--- config.mk ---
export PLATFORM = sky130hd
export DESIGN_NAME = regbank_sb
export DESIGN_NICKNAME = d
export VERILOG_FILES = /design/src/rtl/regbank_pkg.sv /design/src/rtl/regbank_scoreboard.sv /design/src/rtl/regbank_sb.sv
export SDC_FILE = /design/constraint.sdc
export NUM_CORES = 1
export LEC_CHECK = 0
export ABC_AREA = 1
export BUFFER_PORTS_ARGS = -buffer_cell sky130_fd_sc_hd__buf_2
export CORE_MARGIN = 3
export CORE_UTILIZATION = 35
export DETAILED_ROUTE_END_ITERATION = 8
export PLACE_DENSITY = 0.6
export SYNTH_ARGS = -nofsm -noshare
export SYNTH_HDL_FRONTEND = slang
export SYNTH_SLANG_ARGS = --single-unit
export TNS_END_PERCENT = 30
--- constraint.sdc ---
create_clock -name i_CLK -period 0.9 [get_ports i_CLK]
set_input_delay 0 -clock i_CLK [delete_from_list [all_inputs] [get_ports i_CLK]]
set_output_delay 0 -clock i_CLK [all_outputs]
set_load 0.02 [all_outputs]
--- src/rtl/regbank_pkg.sv ---
// regbank_pkg -- shared constants and types for the regbank_sb register bank.
// Optional feature macro used by regbank_sb: REGBANK_BYPASS_EN (same-cycle
// write-to-read forwarding of data and busy state).
package regbank_pkg;

  // Default geometry of the bank (matches the original 8x8 decode-stage bank).
  localparam int DATA_W_DEF = 8;
  localparam int ADDR_W_DEF = 3;

  // Reset value of every storage bit; words are built by replication.
  localparam logic RST_BIT = 1'b0;

  // Per-entry busy-bit update chosen by the scoreboard each cycle.
  typedef enum logic [1:0] {
    BSY_HOLD  = 2'd0,
    BSY_CLEAR = 2'd1,
    BSY_SET   = 2'd2
  } busy_op_e;

  // Number of registers addressed by an ADDR_W-bit address.
  function automatic int depth_of(input int addr_w);
    return 1 << addr_w;
  endfunction

endpackage : regbank_pkg

--- src/rtl/regbank_scoreboard.sv ---
// regbank_scoreboard -- one busy bit per architectural register.
// A reservation (instruction issued) sets the bit, a write-back clears it, and
// when both hit the same register in one cycle the new producer wins (bit set).
// Two combinational lookups return either the pre-edge bit or, with BYPASS_EN,
// the value the bit will take at this edge. The caller registers them.
module regbank_scoreboard
  import regbank_pkg::*;
#(
  parameter int ADDR_W    = ADDR_W_DEF,
  parameter bit ZERO_R0   = 1'b1,
  parameter bit BYPASS_EN = 1'b0
) (
  input  logic              clk_i,
  input  logic              rst_ni,
  input  logic              wb_en_i,
  input  logic [ADDR_W-1:0] wb_addr_i,
  input  logic              rsv_en_i,
  input  logic [ADDR_W-1:0] rsv_addr_i,
  input  logic [ADDR_W-1:0] rd1_addr_i,
  input  logic [ADDR_W-1:0] rd2_addr_i,
  output logic              busy1_o,
  output logic              busy2_o
);

  localparam int DEPTH = depth_of(ADDR_W);

  logic [DEPTH-1:0] busy_q;
  logic [DEPTH-1:0] busy_d;
  logic [DEPTH-1:0] busy_src_s;
  busy_op_e         op_s [DEPTH];

  // Decide each entry's update; reserve outranks write-back, hardwired r0 never goes busy.
  always_comb begin
    for (int i = 0; i < DEPTH; i++) begin
      op_s[i] = BSY_HOLD;
      if (ZERO_R0 && (i == 0)) begin
        op_s[i] = BSY_CLEAR;
      end else if (rsv_en_i && (rsv_addr_i == ADDR_W'(i))) begin
        op_s[i] = BSY_SET;
      end else if (wb_en_i && (wb_addr_i == ADDR_W'(i))) begin
        op_s[i] = BSY_CLEAR;
      end else begin
        op_s[i] = BSY_HOLD;
      end
    end
  end

  // Apply the chosen update to form the next busy vector.
  always_comb begin
    busy_d = busy_q;
    for (int i = 0; i < DEPTH; i++) begin
      case (op_s[i])
        BSY_SET:   busy_d[i] = 1'b1;
        BSY_CLEAR: busy_d[i] = 1'b0;
        BSY_HOLD:  busy_d[i] = busy_q[i];
        default:   busy_d[i] = busy_q[i];
      endcase
    end
  end

  // Busy-bit storage.
  always_ff @(posedge clk_i or negedge rst_ni) begin
    if (!rst_ni) begin
      busy_q <= '0;
    end else begin
      busy_q <= busy_d;
    end
  end

  // Lookups; entry 0 is held at 0 in both vectors when ZERO_R0 is set.
  always_comb begin
    if (BYPASS_EN) begin
      busy_src_s = busy_d;
    end else begin
      busy_src_s = busy_q;
    end
    busy1_o = busy_src_s[rd1_addr_i];
    busy2_o = busy_src_s[rd2_addr_i];
  end

endmodule : regbank_scoreboard

--- src/rtl/regbank_sb.sv ---
// regbank_sb -- parametrised two-read / one-write register bank with an
// in-flight write scoreboard for the ID-stage hazard unit.
// Configuration macro: REGBANK_BYPASS_EN. When defined, a read captured on the
// same edge as a write-back to that register returns the new data and the
// post-edge busy bit; otherwise it returns the pre-edge values.
module regbank_sb
  import regbank_pkg::*;
#(
  parameter int DATA_W  = DATA_W_DEF,
  parameter int ADDR_W  = ADDR_W_DEF,
  parameter bit ZERO_R0 = 1'b1
) (
  input  logic              i_CLK,
  input  logic              i_RST_N,
  input  logic [ADDR_W-1:0] i_AddrReg1,
  input  logic [ADDR_W-1:0] i_AddrReg2,
  input  logic              i_ReadEn,
  input  logic [ADDR_W-1:0] i_AddrRegDest,
  input  logic [DATA_W-1:0] i_WriteData,
  input  logic              i_WriteBack,
  input  logic              i_Reserve,
  input  logic [ADDR_W-1:0] i_AddrReserve,
  output logic [DATA_W-1:0] o_Data1,
  output logic [DATA_W-1:0] o_Data2,
  output logic              o_Busy1,
  output logic              o_Busy2,
  output logic              o_Valid
);

  localparam int                DEPTH    = depth_of(ADDR_W);
  localparam logic [DATA_W-1:0] RST_DATA = {DATA_W{RST_BIT}};

`ifdef REGBANK_BYPASS_EN
  localparam bit BYPASS_EN = 1'b1;
`else
  localparam bit BYPASS_EN = 1'b0;
`endif

  logic [DATA_W-1:0] mem_q [DEPTH];
  logic              wr_ok_s;
  logic [DATA_W-1:0] rd1_s;
  logic [DATA_W-1:0] rd2_s;
  logic              sb_busy1_s;
  logic              sb_busy2_s;

  logic [DATA_W-1:0] data1_q, data1_d;
  logic [DATA_W-1:0] data2_q, data2_d;
  logic              busy1_q, busy1_d;
  logic              busy2_q, busy2_d;
  logic              valid_q, valid_d;

  // A write-back lands unless it targets the hardwired zero register.
  always_comb begin
    if (ZERO_R0 && (i_AddrRegDest == '0)) begin
      wr_ok_s = 1'b0;
    end else begin
      wr_ok_s = i_WriteBack;
    end
  end

  // Architectural register storage, one write port.
  always_ff @(posedge i_CLK or negedge i_RST_N) begin
    if (!i_RST_N) begin
      for (int i = 0; i < DEPTH; i++) begin
        mem_q[i] <= RST_DATA;
      end
    end else if (wr_ok_s) begin
      mem_q[i_AddrRegDest] <= i_WriteData;
    end
  end

  regbank_scoreboard #(
    .ADDR_W    (ADDR_W),
    .ZERO_R0   (ZERO_R0),
    .BYPASS_EN (BYPASS_EN)
  ) u_scoreboard (
    .clk_i      (i_CLK),
    .rst_ni     (i_RST_N),
    .wb_en_i    (i_WriteBack),
    .wb_addr_i  (i_AddrRegDest),
    .rsv_en_i   (i_Reserve),
    .rsv_addr_i (i_AddrReserve),
    .rd1_addr_i (i_AddrReg1),
    .rd2_addr_i (i_AddrReg2),
    .busy1_o    (sb_busy1_s),
    .busy2_o    (sb_busy2_s)
  );

  // Read-port data selection: optional forwarding, then the zero-register override.
  always_comb begin
    if (BYPASS_EN && wr_ok_s && (i_AddrRegDest == i_AddrReg1)) begin
      rd1_s = i_WriteData;
    end else begin
      rd1_s = mem_q[i_AddrReg1];
    end
    if (BYPASS_EN && wr_ok_s && (i_AddrRegDest == i_AddrReg2)) begin
      rd2_s = i_WriteData;
    end else begin
      rd2_s = mem_q[i_AddrReg2];
    end
    if (ZERO_R0 && (i_AddrReg1 == '0)) begin
      rd1_s = RST_DATA;
    end else begin
      rd1_s = rd1_s;
    end
    if (ZERO_R0 && (i_AddrReg2 == '0)) begin
      rd2_s = RST_DATA;
    end else begin
      rd2_s = rd2_s;
    end
  end

  // Next state of the read-port registers: capture on i_ReadEn, otherwise hold.
  always_comb begin
    if (i_ReadEn) begin
      data1_d = rd1_s;
      data2_d = rd2_s;
      busy1_d = sb_busy1_s;
      busy2_d = sb_busy2_s;
      valid_d = 1'b1;
    end else begin
      data1_d = data1_q;
      data2_d = data2_q;
      busy1_d = busy1_q;
      busy2_d = busy2_q;
      valid_d = 1'b0;
    end
  end

  // Read-port output registers.
  always_ff @(posedge i_CLK or negedge i_RST_N) begin
    if (!i_RST_N) begin
      data1_q <= RST_DATA;
      data2_q <= RST_DATA;
      busy1_q <= 1'b0;
      busy2_q <= 1'b0;
      valid_q <= 1'b0;
    end else begin
      data1_q <= data1_d;
      data2_q <= data2_d;
      busy1_q <= busy1_d;
      busy2_q <= busy2_d;
      valid_q <= valid_d;
    end
  end

  assign o_Data1 = data1_q;
  assign o_Data2 = data2_q;
  assign o_Busy1 = busy1_q;
  assign o_Busy2 = busy2_q;
  assign o_Valid = valid_q;

endmodule : regbank_sb

==> out/metrics.cfg <==
[placed_design]
placedCellCount=831
gp_congestion=0.922
preCtsSetupSlack_ns=-0.113
port_buffers=43
dp_hpwl_um=9050

[routing]
via_per_inst=4.96
route.met2.wl_um=5810
via_count=4321
drt_iter0_drc=342
first_pass_iters=5
wl_met3_um=970
drc=0
final_antenna_net_count=0
top_layer=met4
routedWlPerCell_um=15.2
wl_met1_um=6330
drt-total-wl_um=13300

[setup_path]
cp_num_buf_inv=1
rr_startpoint=mem_q[45]
crit_start=mem_q[45]
slowest_delay_ns=0.40
setup.worst_path.end_class=register
critPathRequiredTime_ns=1.13
arrival_ns=1.21
cpMaxStageDelayCell=dfrtp_1
r2r-end=o_Data2[5]
path_max_fanout=2
reg2reg_depth=6
critPathKind=register to register
rrSetupSlack_ns=-0.07
cp_cell_sequence=inv_1, nand2_1, nand3_1, nand3_1, nor2_1, nor2_1
start_kind=register
critPathTopFamily=flip-flops

[timing]
rsz0062_at_grt=true
final.period_utilization_pct=108
fmax_mhz=1030
setup_ws_ns=-0.0747
whs_ns=0.00565
skew_ns=0.00674
maxSlewHeadroom_pct=69.4
setup_viol_count_final=15
finalMaxSlewViolations=0
layout_min_cycle_time_ns=0.975
worst_pin_slew_ns=0.460
hold_viol_final=0
fin_setup_tns_ns=-0.509

[clock_network]
tritoncts=built
root_buffer=clkbuf_16
numCtsBuffers=9
clockBufferDepth=2
clk_pin_slew_ns=0.06
clk_latency_ns=0.34
htree_num_levels=3
cts_sinks=82

[floorplan]
die_h_um=118
row_count=40
ioPinCount=44
die_x_um=118
coreArea_sq_mm=0.0121
start_util_pct=36.0
die_area_sq_mm=0.0138

[synthesis]
yosys_warnings=0
synth_edf_count=0
yosysSeqAreaShare_pct=47.1
yosys_most_used_dff=dfrtp_1
ys_types=23
yosys.area.top_type=dfrtp_1
syn_nets=629
synth.top_cells.by_count=202 x nand2_1, 108 x nand3_1, 82 x dfrtp_1, 77 x inv_1, 55 x o21ai_0
syn_inst=604
yosys-top-cells-area=dfrtp_1 47%, nand2_1 17%, nand3_1 12%
netlist_area_sq_mm=0.00436
async_reset_ff_share_pct=100
synth_seq_cells=82
synth.most_common_cell=nand2_1
syn_area_per_cell_sq_um=7.21
yosysTopAreaCellShare_pct=47.1

[power_and_ir_drop]
switching_share_pct=29.9
peakVddDrop_v=0.000926
leakage_nw=3.05
p_int_mw=8.58
combPwrFrac_pct=24.4
netSwitchingPower_mw=3.66
power_density_mw_per_mm2=2070
p_clk_share_pct=36.3
p_seq_share_pct=39.3

[layout]
fill_cells=1180
fin_util_pct=48.7
drive_gt1_share_pct=29.4
layout-area-overhead-vs-synth_pct=35.5
multi_input_area_sq_mm=0.00205
layout.cells.non_filler=872
fin_nets=725
ff_latch_area_sq_mm=0.00205
diodes=0

[worst_hold_path]
hold_path.class=primary input to register
min_path_cells=3
worstHoldStart=i_ReadEn
min_to=o_Data1[4]

[run_status]
outcome=finished, violations left
violations=setup timing

[global_routing]
grt.overflow.total=0
grt_use_total_pct=19.2
grt_pass1_vias=4080
grt_max_degree=83
antenna_found_initial=0
grt_first_pass_wirelength_um=21500

[job]
drv_cap=0

-- metrics by stage --
step / total power, mW / cell area, sq um
after floorplan: 6.25 / 4360
after global placement: 7.30 / 5100
after detailed placement: 7.36 / 5100
after CTS: 12.0 / 5700
after global routing: 12.9 / 5900
final: 12.2 / 5900
-- per-layer routing --
| layer | GRT usage (%) | vias up |
|---|---|---|
| met5 | 0 | - |
| met4 | 6.45 | 0 |
| met3 | 2.74 | 12 |
| met2 | 28.0 | 170 |
| met1 | 29.2 | 2037 |
| li1 | - | 2102 |
-- worst register-to-register path, stage by stage (launching register included) --
cell and delay [ns]:
dfrtp_1 0.40, inv_1 0.08, nand2_1 0.06, nand3_1 0.10, nand3_1 0.10, nor2_1 0.10, nor2_1 0.04
-- power by group through the flow --
stage                     sequential (mW)  clock [mW]  combinational [mW]
after floorplan                      4.84           0                1.42
after global placement               4.78           0                2.52
after detailed placement             4.80           0                2.56
after CTS                            4.77        4.47                2.74
after global routing                 4.88        4.63                3.34
final                                4.81        4.44                2.99
-- placed cells by master, fill, tap and decap left out --
cell / netlist / layout
o31ai_1: 2 / 2
buf_6: 2 / 2
nand3_1: 108 / 73
dfrtp_1: 82 / 82
nand3_4: 0 / 1
o211ai_1: 4 / 4
nor2_1: 25 / 23
clkinv_2: 0 / 2
nand3_2: 1 / 35
buf_12: 0 / 10
inv_2: 3 / 38
nor3_4: 2 / 2
buf_2: 21 / 40
nor2_4: 1 / 1
clkbuf_16: 0 / 9
dlygate4sd3_1: 0 / 14
inv_1: 77 / 42
o21ai_0: 55 / 52
nor2_2: 2 / 4
o21ai_2: 1 / 1
o21ai_1: 1 / 4
nand2_1: 202 / 196
buf_4: 0 / 49
a21oi_1: 1 / 1
a22o_1: 3 / 3
o22ai_1: 1 / 1
bufinv_16: 0 / 4
nand2_2: 3 / 9
-- cell families (layout without fill, tap and decap cells) --
group / count (synthesis) / after routing / share of synthesized area [%]
AND/OR/NAND/NOR: 344 / 344 / 33.9
buffers and inverters: 110 / 210 / 10.4
AO/OA/AOI/OAI: 68 / 68 / 8.53
flip-flops: 82 / 82 / 47.1
-- registers in the layout (all words and copies together) (netlist names) --
register / flops
o_Busy1: 1
o_Valid: 1
o_Data1: 8
u_scoreboard.busy_q: 7
o_Busy2: 1
mem_q: 56
o_Data2: 8
-- worst max-delay path by stage --
stage	depth (start not counted)	slack [ns]	to
finish	6	-0.07	o_Data2[5]
global route	6	-0.14	o_Data2[5]
CTS	6	-0.06	o_Data2[7]
detailed placement	7	-0.11	o_Data2[6]
global placement	7	-0.08	o_Data2[5]
floorplan	8	0.05	o_Data2[5]
-- layout make-up --
class,instances,share of cell area (%)
clock buffer,9,3.82
clock inverter,6,2.21
inverter,80,5.09
multi-input combinational,412,34.8
sequential,82,34.8
tap,168,3.56
timing repair buffer,115,15.8
-- repair_timing --
action                                  in CTS  in global routing
endpoints found under the setup margin      19                 26
resized for setup                           36                 50
setup buffers                                4                  8
cloned                                       0                  0
hold endpoints to repair                   103                  0
hold buffers                                14                  0
pin swaps                                   16                 15
No activity file was read; power rests on OpenSTA's default activity.
